[config.mk]
export PLATFORM = sky130hd
export DESIGN_NAME = regfile_write_arbiter_flat
export DESIGN_NICKNAME = d
export VERILOG_FILES = /design/src/rtl/regfile_write_arbiter_pkg.sv /design/src/rtl/regfile_write_arbiter_if.sv /design/src/rtl/regfile_scoreboard.sv /design/src/rtl/regfile_write_arbiter.sv /design/src/flat_wrapper.sv
export SDC_FILE = /design/constraint.sdc
export NUM_CORES = 1
export LEC_CHECK = 0
export ABC_AREA = 0
export CORE_AREA = 2 2 128 105
export CTS_CLUSTER_DIAMETER = 40
export DETAILED_ROUTE_END_ITERATION = 8
export DIE_AREA = 0 0 130 107
export PLACE_DENSITY_LB_ADDON = 0.25
export SLEW_MARGIN = 20
export SYNTH_ARGS = -nofsm -noshare
export SYNTH_HDL_FRONTEND = slang
export SYNTH_SLANG_ARGS = --single-unit
[constraint.sdc]
create_clock -name clock_in -period 1.95 [get_ports clock_in]
set_clock_uncertainty 0.05 [all_clocks]
set_input_delay 0.195 -clock clock_in [delete_from_list [all_inputs] [get_ports clock_in]]
set_output_delay 0.195 -clock clock_in [all_outputs]
set_load 0.05 [all_outputs]
[src/rtl/regfile_write_arbiter_pkg.sv]
// Shared types for the register-file write arbiter: grant selects, FSM states
// and the hard-wired zero register index.
package regfile_write_arbiter_pkg;

   localparam logic [4:0] REG_ZERO = 5'd0;

   typedef enum logic {
      RUN  = 1'b0,
      HOLD = 1'b1
   } state_e;

   typedef enum logic [1:0] {
      GNT_NONE = 2'd0,
      GNT_WB   = 2'd1,
      GNT_MD   = 2'd2,
      GNT_DBG  = 2'd3
   } gnt_e;

endpackage

[src/rtl/regfile_write_arbiter_if.sv]
// Request/ack bundle between the writers (WB, MD, DBG, decode) and the arbiter,
// plus the register-file write port the arbiter drives.
interface regfile_write_arbiter_if;
   logic        wb_we;
   logic [4:0]  wb_addr;
   logic [31:0] wb_data;
   logic        md_issue;
   logic [4:0]  md_issue_rd;
   logic        md_req;
   logic [4:0]  md_addr;
   logic [31:0] md_data;
   logic        md_ack;
   logic        dbg_req;
   logic [4:0]  dbg_addr;
   logic [31:0] dbg_data;
   logic        dbg_ack;
   logic [4:0]  id_rs;
   logic [4:0]  id_rt;
   logic        stall;
   logic        pipe_hold;
   logic        rf_we;
   logic [4:0]  rf_waddr;
   logic [31:0] rf_wdata;

   modport master (
      output wb_we, wb_addr, wb_data, md_issue, md_issue_rd, md_req, md_addr, md_data,
             dbg_req, dbg_addr, dbg_data, id_rs, id_rt,
      input  md_ack, dbg_ack, stall, pipe_hold, rf_we, rf_waddr, rf_wdata
   );

   modport slave (
      input  wb_we, wb_addr, wb_data, md_issue, md_issue_rd, md_req, md_addr, md_data,
             dbg_req, dbg_addr, dbg_data, id_rs, id_rt,
      output md_ack, dbg_ack, stall, pipe_hold, rf_we, rf_waddr, rf_wdata
   );
endinterface

[src/rtl/regfile_scoreboard.sv]
// Pending-destination mask for in-flight MD results with two decode-stage
// hazard lookups. Register 0 can never become pending.
module regfile_scoreboard
   import regfile_write_arbiter_pkg::*;
(
   input  logic       clk_i,
   input  logic       rst_ni,
   input  logic       set_en_i,
   input  logic [4:0] set_idx_i,
   input  logic       clr_en_i,
   input  logic [4:0] clr_idx_i,
   input  logic [4:0] rs_i,
   input  logic [4:0] rt_i,
   output logic       stall_o
);

   logic [31:0] pending_q, pending_d;

   // Set is applied after clear so a same-cycle issue to a retiring register wins.
   always_comb begin
      pending_d = pending_q;
      if (clr_en_i) pending_d[clr_idx_i] = 1'b0;
      if (set_en_i && (set_idx_i != REG_ZERO)) pending_d[set_idx_i] = 1'b1;
      pending_d[REG_ZERO] = 1'b0;
   end

   always_ff @(posedge clk_i or negedge rst_ni) begin
      if (!rst_ni) pending_q <= '0;
      else         pending_q <= pending_d;
   end

   // Reads the registered mask, so a committing MD write still stalls decode.
   assign stall_o = ((rs_i != REG_ZERO) && pending_q[rs_i]) ||
                    ((rt_i != REG_ZERO) && pending_q[rt_i]);

endmodule

[src/rtl/regfile_write_arbiter.sv]
// Single write port arbitration between WB, MD and DBG, with an MD starvation
// guard that freezes the pipeline until MD gets its slot.
module regfile_write_arbiter
   import regfile_write_arbiter_pkg::*;
#(
   parameter int unsigned STARVE_LIMIT = 4,
   parameter int unsigned CNT_W        = 3
) (
   input  logic                    clock_in,
   input  logic                    reset,
   regfile_write_arbiter_if.slave  bus
);

   state_e           state_q, state_d;
   logic [CNT_W-1:0] starve_cnt_q, starve_cnt_d;
   gnt_e             gnt;
   logic [4:0]       waddr;
   logic [31:0]      wdata;
   logic             md_gnt;
   logic             md_refused;

   // WB is only eligible in RUN; requests are ignored entirely while in reset.
   always_comb begin
      gnt = GNT_NONE;
      if (reset) begin
         if ((state_q == RUN) && bus.wb_we) gnt = GNT_WB;
         else if (bus.md_req)               gnt = GNT_MD;
         else if (bus.dbg_req)              gnt = GNT_DBG;
      end
   end

   always_comb begin
      waddr = REG_ZERO;
      wdata = '0;
      unique case (gnt)
         GNT_WB:  begin waddr = bus.wb_addr;  wdata = bus.wb_data;  end
         GNT_MD:  begin waddr = bus.md_addr;  wdata = bus.md_data;  end
         GNT_DBG: begin waddr = bus.dbg_addr; wdata = bus.dbg_data; end
         default: ;
      endcase
   end

   assign md_gnt     = (gnt == GNT_MD);
   assign md_refused = bus.md_req && !md_gnt;

   assign bus.rf_we    = (gnt != GNT_NONE) && (waddr != REG_ZERO);
   assign bus.rf_waddr = waddr;
   assign bus.rf_wdata = wdata;
   assign bus.md_ack   = md_gnt;
   assign bus.dbg_ack  = (gnt == GNT_DBG);

   always_comb begin
      state_d      = state_q;
      starve_cnt_d = starve_cnt_q;
      if (!md_refused)                                 starve_cnt_d = '0;
      else if (starve_cnt_q != {CNT_W{1'b1}})          starve_cnt_d = starve_cnt_q + CNT_W'(1);
      unique case (state_q)
         RUN:     if (md_refused && (starve_cnt_q == CNT_W'(STARVE_LIMIT - 1))) state_d = HOLD;
         HOLD:    if (md_gnt) state_d = RUN;
         default: state_d = RUN;
      endcase
   end

   always_ff @(posedge clock_in or negedge reset) begin
      if (!reset) begin
         state_q      <= RUN;
         starve_cnt_q <= '0;
      end else begin
         state_q      <= state_d;
         starve_cnt_q <= starve_cnt_d;
      end
   end

   assign bus.pipe_hold = (state_q == HOLD);

   regfile_scoreboard u_sb (
      .clk_i     (clock_in),
      .rst_ni    (reset),
      .set_en_i  (bus.md_issue),
      .set_idx_i (bus.md_issue_rd),
      .clr_en_i  (md_gnt),
      .clr_idx_i (bus.md_addr),
      .rs_i      (bus.id_rs),
      .rt_i      (bus.id_rt),
      .stall_o   (bus.stall)
   );

endmodule

[src/flat_wrapper.sv]
// flat-port wrapper written by rule: the top's interface ports become plain ports
module regfile_write_arbiter_flat import regfile_write_arbiter_pkg::*;
#(
   parameter int unsigned STARVE_LIMIT = 4,
   parameter int unsigned CNT_W        = 3
)
  (clock_in, reset, bus_wb_we, bus_wb_addr, bus_wb_data, bus_md_issue, bus_md_issue_rd, bus_md_req, bus_md_addr, bus_md_data, bus_dbg_req, bus_dbg_addr, bus_dbg_data, bus_id_rs, bus_id_rt, bus_md_ack, bus_dbg_ack, bus_stall, bus_pipe_hold, bus_rf_we, bus_rf_waddr, bus_rf_wdata);
  regfile_write_arbiter_if bus_i ();
  input  logic clock_in;
  input  logic reset;
  input wire logic [$bits(bus_i.wb_we)-1:0] bus_wb_we;
  input wire logic [$bits(bus_i.wb_addr)-1:0] bus_wb_addr;
  input wire logic [$bits(bus_i.wb_data)-1:0] bus_wb_data;
  input wire logic [$bits(bus_i.md_issue)-1:0] bus_md_issue;
  input wire logic [$bits(bus_i.md_issue_rd)-1:0] bus_md_issue_rd;
  input wire logic [$bits(bus_i.md_req)-1:0] bus_md_req;
  input wire logic [$bits(bus_i.md_addr)-1:0] bus_md_addr;
  input wire logic [$bits(bus_i.md_data)-1:0] bus_md_data;
  input wire logic [$bits(bus_i.dbg_req)-1:0] bus_dbg_req;
  input wire logic [$bits(bus_i.dbg_addr)-1:0] bus_dbg_addr;
  input wire logic [$bits(bus_i.dbg_data)-1:0] bus_dbg_data;
  input wire logic [$bits(bus_i.id_rs)-1:0] bus_id_rs;
  input wire logic [$bits(bus_i.id_rt)-1:0] bus_id_rt;
  output wire logic [$bits(bus_i.md_ack)-1:0] bus_md_ack;
  output wire logic [$bits(bus_i.dbg_ack)-1:0] bus_dbg_ack;
  output wire logic [$bits(bus_i.stall)-1:0] bus_stall;
  output wire logic [$bits(bus_i.pipe_hold)-1:0] bus_pipe_hold;
  output wire logic [$bits(bus_i.rf_we)-1:0] bus_rf_we;
  output wire logic [$bits(bus_i.rf_waddr)-1:0] bus_rf_waddr;
  output wire logic [$bits(bus_i.rf_wdata)-1:0] bus_rf_wdata;
  assign bus_i.wb_we = bus_wb_we;
  assign bus_i.wb_addr = bus_wb_addr;
  assign bus_i.wb_data = bus_wb_data;
  assign bus_i.md_issue = bus_md_issue;
  assign bus_i.md_issue_rd = bus_md_issue_rd;
  assign bus_i.md_req = bus_md_req;
  assign bus_i.md_addr = bus_md_addr;
  assign bus_i.md_data = bus_md_data;
  assign bus_i.dbg_req = bus_dbg_req;
  assign bus_i.dbg_addr = bus_dbg_addr;
  assign bus_i.dbg_data = bus_dbg_data;
  assign bus_i.id_rs = bus_id_rs;
  assign bus_i.id_rt = bus_id_rt;
  assign bus_md_ack = bus_i.md_ack;
  assign bus_dbg_ack = bus_i.dbg_ack;
  assign bus_stall = bus_i.stall;
  assign bus_pipe_hold = bus_i.pipe_hold;
  assign bus_rf_we = bus_i.rf_we;
  assign bus_rf_waddr = bus_i.rf_waddr;
  assign bus_rf_wdata = bus_i.rf_wdata;
  regfile_write_arbiter #(.STARVE_LIMIT(STARVE_LIMIT), .CNT_W(CNT_W)) u_core (.clock_in(clock_in), .reset(reset), .bus(bus_i));
endmodule
==> impl_metrics.toml <==
[yosys]
synthFlopType = "dfrtp_1"
yosysTopAreaCell = "dfrtp_1"
synth.most_common_cell = "o21ai_0"
synth-seq-area-share = 0.280
syn_nets = 529
synth_area_mm2 = 0.00312
synth.area.top_cells = "dfrtp_1 (28%), o21ai_0 (9.9%), nor2_1 (6.1%)"
synthTopCellsByCount = "o21ai_0 (62), nor2_1 (51), nand2_1 (39), dfrtp_1 (35), inv_1 (22)"
ys_ff_latch = 35
syn_inst = 394
ys_async_sr_fraction = 1.00
synth_top_area_share = 0.280
synth_edf_count = 0
synth_cell_types = 47
syn_area_per_cell_um2 = 7.93
yosys_warnings = 0

[drt]
met2_length_mm = 7.64
drc = 0
wl_per_cell_um = 18.3
met1_length_mm = 6.12
routed_wl_mm = 14.8
viasPerCell = 5.12
dr.pass1.iters = 4
drtIter0Drc = 239
dr_wl_met3_um = 848
detail-route-antenna-nets = 0
vias = 4146
dr.max_layer_used = "met4"

[global_route]
grt_max_degree = 33
grt_pass1_vias = 4139
antenna_found_initial = 0
grt_overflow_total = 0
grt_pass1_wl_mm = 22.3
grt_use_total = 0.202

[sta]
worst_pin_slew_ns = 0.431
fmax_ghz = 0.423
slew_headroom = 0.712
final-hold-violation-count = 0
fin_crit_ns = 2.37
finalSetupTns_ns = -4.78
setup_viol = 36
slew_violations = 0
fin_hold_ws_ns = 0.0431
fin_ws_ns = -0.415
rsz0062_at_grt = "true"
finalCritPeriodShare = 1.21

[outcome]
violations = "setup timing"
status = "finished, violations left"

[setup_path]
crit_fanout = 3
reg2regPathDepth = 9
arrival_ns = 2.12
required_ns = 1.70
crit_path_start_kind = "flop"
crit_start = "u_core.u_sb.pending_q[26]"
r2r-start = "u_core.bus.pipe_hold"
regToRegEndpoint = "u_core.u_sb.pending_q[15]"
cp-end-kind = "output pin"
ff2ff_setup_slack_ns = 0.11
critical_path_class = "flop to output pin"

[floorplanning]
die_area_mm2 = 0.0139
die_y_um = 107
die_x_um = 130
ios = 174
fp-row-count = 37
initial_core_util = 0.247
coreArea_mm2 = 0.0126

[final_layout]
n_antenna_cell = 0
drive_above_1_share = 0.420
final_nets = 768
areaGrowthSynthToFinish_pct = 123

[flow_run]
drv_cap = 0

[clocking]
clk_path_buf_depth = 2
cts_htree_levels = 2
clock_latency_ns = 0.27
cts_tree = "done"
path_clk_slew_ns = 0.05
numCtsBuffers = 5
clockRootBuffer = "clkbuf_16"
cts.sinks = 35

[pwr]
power.switching_mw = 1.44
power_leakage_nw = 2.76
ir_drop_uv = 380
internal_power_mw = 2.65
p_seq_frac = 0.254
pwr-share-comb = 0.521
clockPowerShare = 0.225
swShare = 0.352
powerDensity_mw_per_mm2 = 585

[hold_path]
hold_class = "primary input to async pin"

[placed_design]
dp_hpwl_mm = 10.5
port-buffer-count = 173
globalplace.congestion = 0.903
## cells in the final DEF, fill, tap and decap left out, drive strengths merged, types with 2 or more instances in the layout
cell type and n:
o31ai 3, nand3 4, a21oi 2, nand2b 5, and2 2, mux2i 7, a41oi 14, and3b 2
inv 22, a22oi 13, buf 128, nand3b 12, dfrtp 35, clkinv 2, dlygate4sd2 5, nor3b 4
o32ai 2, and3 2, mux4 14, o21a 2, or3b 4, nor2 52, ha 3, a211oi 3
o21ai 62, clkdlybuf4s50 122, nand2 39, a2bb2oi 6, o22ai 20, nor3 14, or3 2, clkbuf 9
a31oi 2, dlymetal6s2s 2
## critical path: stages (launching register included)
cell and delay (ns):
dfrtp_1 0.41, mux4_2 0.50, o32ai_2 0.23, o31ai_1 0.11, a2111o_2 0.44, buf_6 0.16
## power groups by stage
stage	sequential (mW)	combinational, mW	clock [mW]
detailed placement	1.04	1.80	0
floorplan	0.985	0.935	0
global route	1.05	2.25	0.969
finish	1.04	2.13	0.917
global placement	1.03	1.77	0
CTS	1.03	2.03	0.926
## timing repair
| action | CTS | global route |
|---|---|---|
| hold buffers | 1 | 0 |
| setup endpoints to repair | 40 | 40 |
| resized for setup | 100 | 57 |
| hold endpoints to repair | 3 | 0 |
| buffers inserted | 16 | 17 |
| pin swaps | 43 | 45 |
| cloned | 4 | 3 |
## cells by family after synthesis
kind of cell	synth area share
muxes	0.134
adders and majority gates	0.0120
DFF	0.280
and+or+nand+nor	0.224
buffers and inverters	0.0701
xor gates and xnor gates	0.00280
AOI/OAI and AO/OA	0.276
## sequential cells by signal, indices dropped and copies added, names as in the netlist
signal / count
u_core.bus.pipe_hold: 1
u_core.starve_cnt_q: 3
u_core.u_sb.pending_q: 31
## worst max path at each step
stage	end	slack, ns
finish	bus_stall	-0.42
CTS	bus_stall	-0.42
detailed placement	bus_stall	-0.69
floorplan	bus_rf_we	-0.03
global route	bus_stall	-0.47
global placement	bus_stall	-0.68
## cell type report
| class | count | area (µm²) |
|---|---|---|
| Fill cell | 1089 | 5660 |
| Timing Repair Buffer | 261 | 2860 |
| Inverter | 23 | 93.8 |
| Multi-Input combinational cell | 307 | 2750 |
| Clock buffer | 6 | 139 |
| Tap cell | 175 | 219 |
| Sequential cell | 35 | 877 |
| Clock inverter | 2 | 35.0 |
## per-layer routing
metal / GRT usage / vias to the layer above
li1: - / 1953
met1: 0.271 / 2027
met2: 0.344 / 148
met3: 0.0394 / 18
met4: 0.0338 / 0
met5: 0 / -
## through the flow
| stage | util | std cells | worst slack, ns | total power, mW | instance area (µm²) |
|---|---|---|---|---|---|
| 6_report | 0.552 | 809 | -0.415 | 4.08 | 6980 |
| 3_3_place_gp | 0.465 | 770 | -0.682 | 2.80 | 5870 |
| 3_5_place_dp | 0.465 | 770 | -0.688 | 2.84 | 5870 |
| 2_1_floorplan | - | 394 | -0.0318 | 1.92 | 3410 |
| 5_1_grt | 0.552 | 809 | -0.474 | 4.27 | 6980 |
| 4_1_cts | 0.533 | 799 | -0.419 | 3.99 | 6730 |
Note: power is estimated with default switching activity, not from simulation.
